--- src/rtl/spi_pkg.sv ---
// Shared SPI definitions: default frame geometry and the frame FSM state encoding,
// common to the SPI slave and the SPI master.
`timescale 1ns/1ps
package spi_pkg;

  localparam int SPI_CMD_WIDTH  = 12;
  localparam int SPI_DATA_WIDTH = 8;
  localparam int SPI_ADDR_WIDTH = 3;
  // Frame layout, MSB first: {rw, addr, data}; rw = 1 means write.
  localparam int SPI_RW_BIT     = SPI_CMD_WIDTH - 1;

  typedef enum logic [2:0] {
    IDLE  = 3'd0,
    CMD   = 3'd1,
    WDATA = 3'd2,
    RDATA = 3'd3,
    DONE  = 3'd4
  } spi_state_t;

endpackage

--- src/rtl/spi_slave_if.sv ---
// SPI bus pins: the master drives sclk, cs and mosi; the slave drives miso.
`timescale 1ns/1ps
interface spi_slave_if;
  logic sclk;
  logic cs;
  logic mosi;
  logic miso;

  modport master (output sclk, output cs, output mosi, input miso);
  modport slave  (input sclk, input cs, input mosi, output miso);
endinterface

--- src/rtl/spi_sync.sv ---
// Multi-stage single-bit synchronizer with a selectable reset value.
`timescale 1ns/1ps
module spi_sync #(
  parameter int   STAGES  = 2,
  parameter logic RST_VAL = 1'b0
) (
  input  logic clk,
  input  logic rst_n,
  input  logic d,
  output logic q
);

  logic [STAGES-1:0] sync_reg;

  // Shift the asynchronous input through the flop chain.
  always_ff @(posedge clk or negedge rst_n) begin
    if (!rst_n) begin
      sync_reg <= {STAGES{RST_VAL}};
    end else begin
      sync_reg <= {sync_reg[STAGES-2:0], d};
    end
  end

  assign q = sync_reg[STAGES-1];

endmodule

--- src/rtl/spi_slave.sv ---
// SPI mode-0 slave fronting a small register file. Every SPI pin is
// oversampled on clk; frames are {rw, addr, data}, MSB first.
`timescale 1ns/1ps
module spi_slave
  import spi_pkg::*;
#(
  parameter int CMD_WIDTH  = SPI_CMD_WIDTH,
  parameter int DATA_WIDTH = SPI_DATA_WIDTH,
  parameter int ADDR_WIDTH = SPI_ADDR_WIDTH
) (
  input  logic                  clk,
  input  logic                  rst_n,
  spi_slave_if.slave            spi,
  output logic                  wr_vld,
  output logic [ADDR_WIDTH-1:0] wr_addr,
  output logic [DATA_WIDTH-1:0] wr_data,
  output logic                  rd_vld,
  output logic                  frame_err,
  input  logic [ADDR_WIDTH-1:0] reg_addr,
  output logic [DATA_WIDTH-1:0] reg_data
);

  localparam int CNT_W = $clog2(CMD_WIDTH + 1);
  localparam int REGS  = 1 << ADDR_WIDTH;
  // Counter value seen on the last header rise and on the last frame rise.
  localparam logic [CNT_W-1:0] HDR_LAST   = CNT_W'(ADDR_WIDTH);
  localparam logic [CNT_W-1:0] FRAME_LAST = CNT_W'(CMD_WIDTH - 1);

  spi_state_t state_reg, state_next;

  logic sclk_s, cs_s, mosi_s;
  logic sclk_d, cs_d;
  logic bit_rise, bit_fall, cs_fall, cs_rise, frame_active;
  logic abort, hdr_done, last_rise;
  logic rw_bit;
  logic [ADDR_WIDTH-1:0] hdr_addr;
  logic [CNT_W-1:0]      cnt_reg;
  // The R/W bit falls off the top once the full frame is in, so one bit less suffices.
  logic [CMD_WIDTH-2:0]  rx_reg, rx_shift;
  logic [DATA_WIDTH-1:0] tx_reg;
  logic                  miso_reg;
  logic                  commit_reg;
  logic [ADDR_WIDTH-1:0] commit_addr;
  logic [DATA_WIDTH-1:0] commit_data;
  logic [DATA_WIDTH-1:0] regs [REGS];

  spi_sync #(.STAGES(2), .RST_VAL(1'b0)) u_sync_sclk (.clk(clk), .rst_n(rst_n), .d(spi.sclk), .q(sclk_s));
  spi_sync #(.STAGES(2), .RST_VAL(1'b1)) u_sync_cs   (.clk(clk), .rst_n(rst_n), .d(spi.cs),   .q(cs_s));
  spi_sync #(.STAGES(2), .RST_VAL(1'b0)) u_sync_mosi (.clk(clk), .rst_n(rst_n), .d(spi.mosi), .q(mosi_s));

  // Delayed copies of the synchronized pins for edge detection.
  always_ff @(posedge clk or negedge rst_n) begin
    if (!rst_n) begin
      sclk_d <= 1'b0;
      cs_d   <= 1'b1;
    end else begin
      sclk_d <= sclk_s;
      cs_d   <= cs_s;
    end
  end

  // sclk edges only count while the slave is selected.
  assign bit_rise     = sclk_s & ~sclk_d & ~cs_s;
  assign bit_fall     = ~sclk_s & sclk_d & ~cs_s;
  assign cs_fall      = ~cs_s & cs_d;
  assign cs_rise      = cs_s & ~cs_d;
  assign frame_active = (state_reg == CMD) || (state_reg == WDATA) || (state_reg == RDATA);

  // Receive register as it will look after the current rise; on the last header
  // rise its low bits hold {rw, addr}.
  assign rx_shift    = {rx_reg[CMD_WIDTH-3:0], mosi_s};
  assign rw_bit      = rx_shift[ADDR_WIDTH];
  assign hdr_addr    = rx_shift[ADDR_WIDTH-1:0];
  assign commit_addr = rx_reg[CMD_WIDTH-2 -: ADDR_WIDTH];
  assign commit_data = rx_reg[DATA_WIDTH-1:0];

  // Frame FSM state register.
  always_ff @(posedge clk or negedge rst_n) begin
    if (!rst_n) state_reg <= IDLE;
    else        state_reg <= state_next;
  end

  // Frame FSM next state and per-cycle event strobes.
  always_comb begin
    state_next = state_reg;
    abort      = 1'b0;
    hdr_done   = 1'b0;
    last_rise  = 1'b0;
    case (state_reg)
      IDLE: begin
        if (cs_fall) state_next = CMD;
      end
      CMD: begin
        if (cs_rise) begin
          abort      = 1'b1;
          state_next = IDLE;
        end else if (bit_rise && cnt_reg == HDR_LAST) begin
          hdr_done   = 1'b1;
          state_next = rw_bit ? WDATA : RDATA;
        end
      end
      WDATA, RDATA: begin
        if (cs_rise) begin
          abort      = 1'b1;
          state_next = IDLE;
        end else if (bit_rise && cnt_reg == FRAME_LAST) begin
          last_rise  = 1'b1;
          state_next = DONE;
        end
      end
      DONE: begin
        if (cs_rise) state_next = IDLE;
      end
      default: state_next = IDLE;
    endcase
  end

  // Shift registers, bit counter and host-side strobes.
  always_ff @(posedge clk or negedge rst_n) begin
    if (!rst_n) begin
      cnt_reg    <= '0;
      rx_reg     <= '0;
      tx_reg     <= '0;
      miso_reg   <= 1'b0;
      commit_reg <= 1'b0;
      wr_vld     <= 1'b0;
      wr_addr    <= '0;
      wr_data    <= '0;
      rd_vld     <= 1'b0;
      frame_err  <= 1'b0;
    end else begin
      wr_vld     <= 1'b0;
      rd_vld     <= last_rise && (state_reg == RDATA);
      frame_err  <= abort;
      commit_reg <= last_rise && (state_reg == WDATA);

      if (state_reg == IDLE) begin
        cnt_reg <= '0;
      end else if (frame_active && bit_rise) begin
        cnt_reg <= cnt_reg + 1'b1;
        rx_reg  <= rx_shift;
      end

      if (hdr_done && !rw_bit) begin
        tx_reg <= regs[hdr_addr];
      end else if (state_reg == RDATA && bit_fall) begin
        tx_reg <= {tx_reg[DATA_WIDTH-2:0], 1'b0};
      end

      if (state_reg != RDATA) begin
        miso_reg <= 1'b0;
      end else if (bit_fall) begin
        miso_reg <= tx_reg[DATA_WIDTH-1];
      end

      if (commit_reg) begin
        wr_vld  <= 1'b1;
        wr_addr <= commit_addr;
        wr_data <= commit_data;
      end
    end
  end

  // Register file, written one clk after the last rise of a write frame.
  always_ff @(posedge clk or negedge rst_n) begin
    if (!rst_n) begin
      for (int i = 0; i < REGS; i++) regs[i] <= '0;
    end else if (commit_reg) begin
      regs[commit_addr] <= commit_data;
    end
  end

  assign spi.miso = (state_reg == RDATA) ? miso_reg : 1'b0;
  assign reg_data = regs[reg_addr];

endmodule

--- src/flat_wrapper.sv ---
// flat-port wrapper written by rule: the top's interface ports become plain ports
module spi_slave_flat import spi_pkg::*;
#(
  parameter int CMD_WIDTH  = SPI_CMD_WIDTH,
  parameter int DATA_WIDTH = SPI_DATA_WIDTH,
  parameter int ADDR_WIDTH = SPI_ADDR_WIDTH
)
  (clk, rst_n, wr_vld, wr_addr, wr_data, rd_vld, frame_err, reg_addr, reg_data, spi_sclk, spi_cs, spi_mosi, spi_miso);
  spi_slave_if spi_i ();
  input  logic clk;
  input  logic rst_n;
  output logic wr_vld;
  output logic [ADDR_WIDTH-1:0] wr_addr;
  output logic [DATA_WIDTH-1:0] wr_data;
  output logic rd_vld;
  output logic frame_err;
  input  logic [ADDR_WIDTH-1:0] reg_addr;
  output logic [DATA_WIDTH-1:0] reg_data;
  input wire logic [$bits(spi_i.sclk)-1:0] spi_sclk;
  input wire logic [$bits(spi_i.cs)-1:0] spi_cs;
  input wire logic [$bits(spi_i.mosi)-1:0] spi_mosi;
  output wire logic [$bits(spi_i.miso)-1:0] spi_miso;
  assign spi_i.sclk = spi_sclk;
  assign spi_i.cs = spi_cs;
  assign spi_i.mosi = spi_mosi;
  assign spi_miso = spi_i.miso;
  spi_slave #(.CMD_WIDTH(CMD_WIDTH), .DATA_WIDTH(DATA_WIDTH), .ADDR_WIDTH(ADDR_WIDTH)) u_core (.clk(clk), .rst_n(rst_n), .spi(spi_i), .wr_vld(wr_vld), .wr_addr(wr_addr), .wr_data(wr_data), .rd_vld(rd_vld), .frame_err(frame_err), .reg_addr(reg_addr), .reg_data(reg_data));
endmodule
--- config.mk ---
export PLATFORM = sky130hd
export DESIGN_NAME = spi_slave_flat
export DESIGN_NICKNAME = d
export VERILOG_FILES = /design/src/rtl/spi_pkg.sv /design/src/rtl/spi_slave_if.sv /design/src/rtl/spi_sync.sv /design/src/rtl/spi_slave.sv /design/src/flat_wrapper.sv
export SDC_FILE = /design/constraint.sdc
export NUM_CORES = 1
export LEC_CHECK = 0
export CAP_MARGIN = 25
export CORE_AREA = 4 4 105 107
export CTS_CLUSTER_DIAMETER = 50
export CTS_CLUSTER_SIZE = 8
export DETAILED_ROUTE_END_ITERATION = 10
export DIE_AREA = 0 0 109 111
export GPL_TIMING_DRIVEN = 0
export PLACE_DENSITY_LB_ADDON = 0.12
export SYNTH_ARGS = -nofsm -noshare
export SYNTH_HDL_FRONTEND = slang
export SYNTH_SLANG_ARGS = --single-unit
export TNS_END_PERCENT = 20
--- constraint.sdc ---
create_clock -name clk -period 2 [get_ports clk]
set_input_delay 0.2 -clock clk [delete_from_list [all_inputs] [get_ports clk]]
set_output_delay 0.2 -clock clk [all_outputs]
set_load 0.01 [all_outputs]
======== Yosys cells after proc, flatten, opt, wreduce, memory -nomap -nowiden ========
Cells that the tools add are included.
word-level totals
  logic and storage cells ................. 106
  flip-flop bits (word level) ............. 114
  output and inout port bits .............. 23
  input port bits ......................... 8
cells by class
  mux-type cells .......................... 33
  reductions and logical operators ........ 19
  bitwise gates (word level) .............. 14
  add/subtract/negate cells ............... 1
  magnitude comparators ................... 4
  eq/ne operators ......................... 11
operator list
  operator                                                                      number
  64-bit bitwise mux                                                            1
  8-bit two-way mux                                                             7
  8-bit binary-select mux with 3-bit select                                     2
  8-bit demux with 3-bit select                                                 1
  3-bit two-way mux                                                             6
  1-bit two-way mux                                                             13
  4-bit greater-or-equal comparator, second input constant                      3
  3-bit inverter with 4-bit output                                              3
  3-bit one-hot mux with 4 select lines                                         1
  1-bit logical AND                                                             8
  4-bit two-way mux                                                             2
  1-bit AND                                                                     6
  3-bit by 2-bit == test with 1-bit output, second input constant               2
  3-bit by 2-bit inequality test with 1-bit output, second input constant       2
  2-bit nonzero test                                                            3
  1-bit inverter                                                                5
  4-bit by 1-bit adder with 4-bit output, second input constant                 1
  4-bit by 2-bit == test with 1-bit output, second input constant               1
  4-bit == test, second input constant                                          1
  4-bit by 1-bit less-than comparator with 1-bit output, second input constant  1
  2-bit by 1-bit inequality test with 1-bit output, second input constant       2
  4-bit AND reduction                                                           1
  3-bit by 1-bit == test with 1-bit output, second input constant               1
  3-bit == test, second input constant                                          1
  other kinds (7)                                                               8

======== Longest topological paths before layout ========
  depth in word-level cells ............... 9
  mapped depth ............................ 6
  mapped depth without buffers ............ 5

======== Cells and area by module ========
A second synthesis with hierarchy kept.
unflattened totals
  cell total of the unflattened synthesis .. 363
  area, all modules ....................... 5439.0 um^2
modules (own cells, without submodules)
  module                             sequential area each (um^2)  area an instance (um^2)  times used  cells an instance
  spi_slave                          2703.8                       5286.3                   1           357
  spi_sync (u_core.u_sync_mosi ...)  50.0                         50.0                     2           2
  spi_sync (u_core.u_sync_cs)        52.6                         52.6                     1           2

======== Worst setup path after synthesis ========
No wires, ideal clock.
  kind .................................... input to output
  start ................................... input port reg_addr[0]
  end ..................................... output port reg_data[0]
  slack ................................... 0.265 ns
  stages .................................. 4
  path buffers ............................ 2
  arrival time ............................ 1.535 ns
  required time ........................... 1.800 ns
  cells stage by stage .................... buf_2 > buf_2 > mux4_2 > mux2_2
on the way
  cells in the longest elaborated chain, start to end .. 4
ends and longest elaborated chain
  what                                                    RTL line            source
  start, declared                                         flat_wrapper.sv:17  input logic [ADDR_WIDTH-1:0] reg_addr;
  3-bit inverter with 4-bit output (implied by the code)  spi_slave.sv:174    assign reg_data = regs[reg_addr];
  8-bit binary-select mux with 3-bit select               spi_slave.sv:174
  8-bit two-way mux (implied by the code) (2 in series)   spi_slave.sv:174
  end, declared                                           flat_wrapper.sv:18  output logic [DATA_WIDTH-1:0] reg_data;
No other way between the ends. The select of a mux whose other input is x is not followed.

======== Worst setup path in the final report ========
  start ................................... register u_core.regs[45] in the netlist's numbering
  end ..................................... output port reg_data[5]
on the way
  cells in the longest elaborated chain, start to end .. 3
ends and longest elaborated chain
  what                                                   RTL line          source
  start, declared                                        spi_slave.sv:45   logic [DATA_WIDTH-1:0] regs [REGS];
  start signal, assigned by index                        spi_slave.sv:169  regs[commit_addr] <= commit_data;
  8-bit binary-select mux with 3-bit select              spi_slave.sv:174
  8-bit two-way mux (implied by the code) (2 in series)  spi_slave.sv:174
No other way between the ends. The select of a mux whose other input is x is not followed.

==> impl_metrics.tcl <==
set metrics [dict create \
    outcome "finished, final reports clean" \
    combinationalPowerShare_pct 13.7 \
    yosysWarnings 0 \
    final_cell_area_um2 6705 \
    power_density_nw_per_um2 866.2 \
    die_area_um2 12100 \
    synth_compound_area_share_pct 2.928 \
    synth-seq-cells 114 \
    cts_buffers 17 \
    cp.required_ns 1.80 \
    setup_violations 0 \
    finalCritPeriodShare_pct 99.47 \
    ioPinCount 31 \
    rsz0062_at_grt "yes" \
    synth_top_cell_area_share_pct 50.78 \
    seqPwrFrac_pct 42.2 \
    drt-total-wl_um 12030 \
    avgSynthCellArea_um2 15.37 \
    internal-power_w 0.004310 \
    largest_register_ffs 64 \
    synthFlopType "dfrtp_1" \
    area_growth_pct 22.58 \
    htreeDepth 4 \
    drtPass1Iterations 4 \
    synthXorXnorAreaFrac_pct 0.1601 \
    synth_most_common_cell "dfrtp_1" \
    fmax_ghz 0.5027 \
    portBuffers 27 \
    power_w 0.005808 \
    placed_cell_area_um2 5939 \
    die_h_um 111 \
    net-switching-power_w 0.001498 \
    dp_hpwl_um 7619 \
    num_rows 37 \
    dp_slack_ns -0.6357 \
    clk_latency_ns 0.52 \
    p_clk_share_pct 44.1 \
    cts_num_sinks 114 \
    async_reset_ff_share_pct 100.0 \
    num_vias 3364 \
    place.gp.congestion 0.8106 \
    synthMuxAreaShare_pct 35.38 \
    worstPathArrival_ns 1.79 \
    cp-end-kind "output port" \
    synthAdderAreaFrac_pct 0.2287 \
    drt-wirelength-per-cell_um 20.96 \
    vdd_drop_max_mv 0.5037 \
    crit_type "reg2out" \
    fin_ws_ns 0.01065 \
    p_leak_nw 3.195 \
    drc_errors 0 \
    nFillCells 735 \
    drtAntennaViolNets 0 \
    grt_max_degree 64 \
    grt_pass1_vias 3592 \
    multi_input_area_um2 2530 \
    synth_fp_nets 365 \
    tightest_slew_ns 0.8629 \
    synthSimpleGateAreaFrac_pct 6.313 \
    dieWidth_um 109 \
    coreArea_um2 10140 \
    setup_tns_ns 0 \
    synth_enable_flop_cells 0 \
    synth_commonest_cells "111 x dfrtp_1, 94 x mux2_2, 17 x mux4_2, 15 x mux4_1, 14 x clkbuf_1" \
    synth_top_family_by_area "multiplexers" \
    viasPerCell 5.861 \
    slew_violations 0 \
    relSlewSlack_pct 42.16 \
    drive_gt1_share_pct 45.89 \
    hold_violations 0 \
    crit_path_start_kind "flip-flop" \
    syn_inst 356 \
    netlist_area_um2 5470 \
    final_net_count 434 \
    cts.clk_slew.worst_paths_ns 0.05 \
    antenna_found_initial 0 \
    ys_seq_area_share_pct 52.22 \
    final-seq-area_um2 2858 \
    yosys-top-cells-area "dfrtp_1 51%, mux2_2 19%, mux4_1 7.2%" \
    drt_iter0_markers 134 \
    clockBufferDepth 2 \
    cts_tree "yes" \
    final_core_util_pct 66.14 \
    synth_top_area_cell "dfrtp_1" \
    cts-root-buf "clkbuf_8" \
    synth_cell_type_count 39 \
    final.setup_skew_ns 0.007260 \
    drv_cap 0 \
    n_antenna_cell 0 \
    swShare_pct 25.80 \
    grt-ovfl-total 0 \
    grt_first_pass_wirelength_um 19750 \
    track_usage_pct 22.13 \
    period_needed_ns 1.989 \
    hp-class "in2reg" \
    initial_utilization_pct 53.96 \
    critical_path_peak_fanout 2 \
]
-- repair_timing --
action                     4_1_cts  5_1_grt
pin swaps                        0        0
gates resized for setup         51       10
hold endpoints to repair        51        0
setup endpoints to repair       27       34
hold buffers                     1        0
buffers inserted                22        0
-- final cells by class --
class                           instances  area share [%]
Sequential cell                       114           42.62
Multi-Input combinational cell        212           37.73
Timing Repair Buffer                   51           7.203
Clock buffer                           26           7.128
Tap cell                              136           2.538
Buffer                                 28           2.277
Clock inverter                          6          0.4478
Inverter                                1         0.05598
-- worst max-delay path: stages, from the launching register on --
cell and delay (ns):
dfrtp_1 0.39, mux4_2 0.46, mux2_4 0.30, buf_6 0.12
-- cell usage in the layout (no fill, tap or decap), drive strengths merged, types with 4 or more instances in the layout --
cell,n
a211oi,6
a21oi,8
buf,47
clkbuf,39
clkdlybuf4s50,17
clkinv,6
dfrtp,111
mux2,94
mux2i,10
mux4,32
nand2,6
nand3,4
nor2,6
nor2b,10
nor3,5
nor3b,5
o21ai,6
-- per-stage QoR --
step                instances  hold slack [ns]
floorplan                 356         -0.09559
global placement          519           0.3329
detailed placement        520           0.1872
CTS                       574          0.06299
global route              574          0.08132
finish                    574          0.08490
-- routing by layer --
layer  vias to the layer above  global-route usage, %  routed length [um]
met3                        33                  4.950                 381
li1                       1501                      -                   -
met1                      1759                  28.34                5129
met2                        71                  35.34                6117
met4                         0                  10.69                 403
met5                         -                      0                   0
-- cell families (layout without fill, tap and decap cells) --
| family | after synthesis | after routing |
|---|---|---|
| multiplexers | 136 | 136 |
| flip-flops | 114 | 114 |
| AND/OR/NAND/NOR | 49 | 49 |
| buffers and inverters | 30 | 112 |
| AO/OA/AOI/OAI | 25 | 25 |
| adder cells (fa/ha/maj) | 1 | 1 |
| XOR/XNOR | 1 | 1 |
-- final timing paths --
| path | from | end | slack (ns) | cells past startpoint |
|---|---|---|---|---|
| min in group asynchronous | rst_n | u_core.u_sync_sclk.sync_reg[1]$_DFF_PN0_ | 0.21 | 2 |
| max in group asynchronous | rst_n | u_core.regs[20]$_DFFE_PN0P_ | 1.11 | 3 |
| max | u_core.regs[45]$_DFFE_PN0P_ | reg_data[5] | 0.01 | 3 |
| min | spi_cs | u_core.u_sync_cs.sync_reg[0]$_DFF_PN1_ | 0.08 | 1 |
| max reg2reg | u_core.u_sync_cs.sync_reg[1]$_DFF_PN1_ | u_core.rx_reg[3]$_DFFE_PN0P_ | 0.02 | 4 |
| min reg2reg | u_core.u_sync_mosi.sync_reg[0]$_DFF_PN0_ | u_core.u_sync_mosi.sync_reg[1]$_DFF_PN0_ | 0.35 | 0 |
-- power groups by stage --
stage / Combinational [W] / Sequential, W / Clock (W)
3_5_place_dp: 0.000775 / 0.00249 / 0
3_3_place_gp: 0.000759 / 0.00249 / 0
5_1_grt: 0.000858 / 0.00246 / 0.00271
2_1_floorplan: 0.000511 / 0.00248 / 0
4_1_cts: 0.000802 / 0.00245 / 0.00261
6_report: 0.000796 / 0.00245 / 0.00256
(Power assumes the default switching activity.)
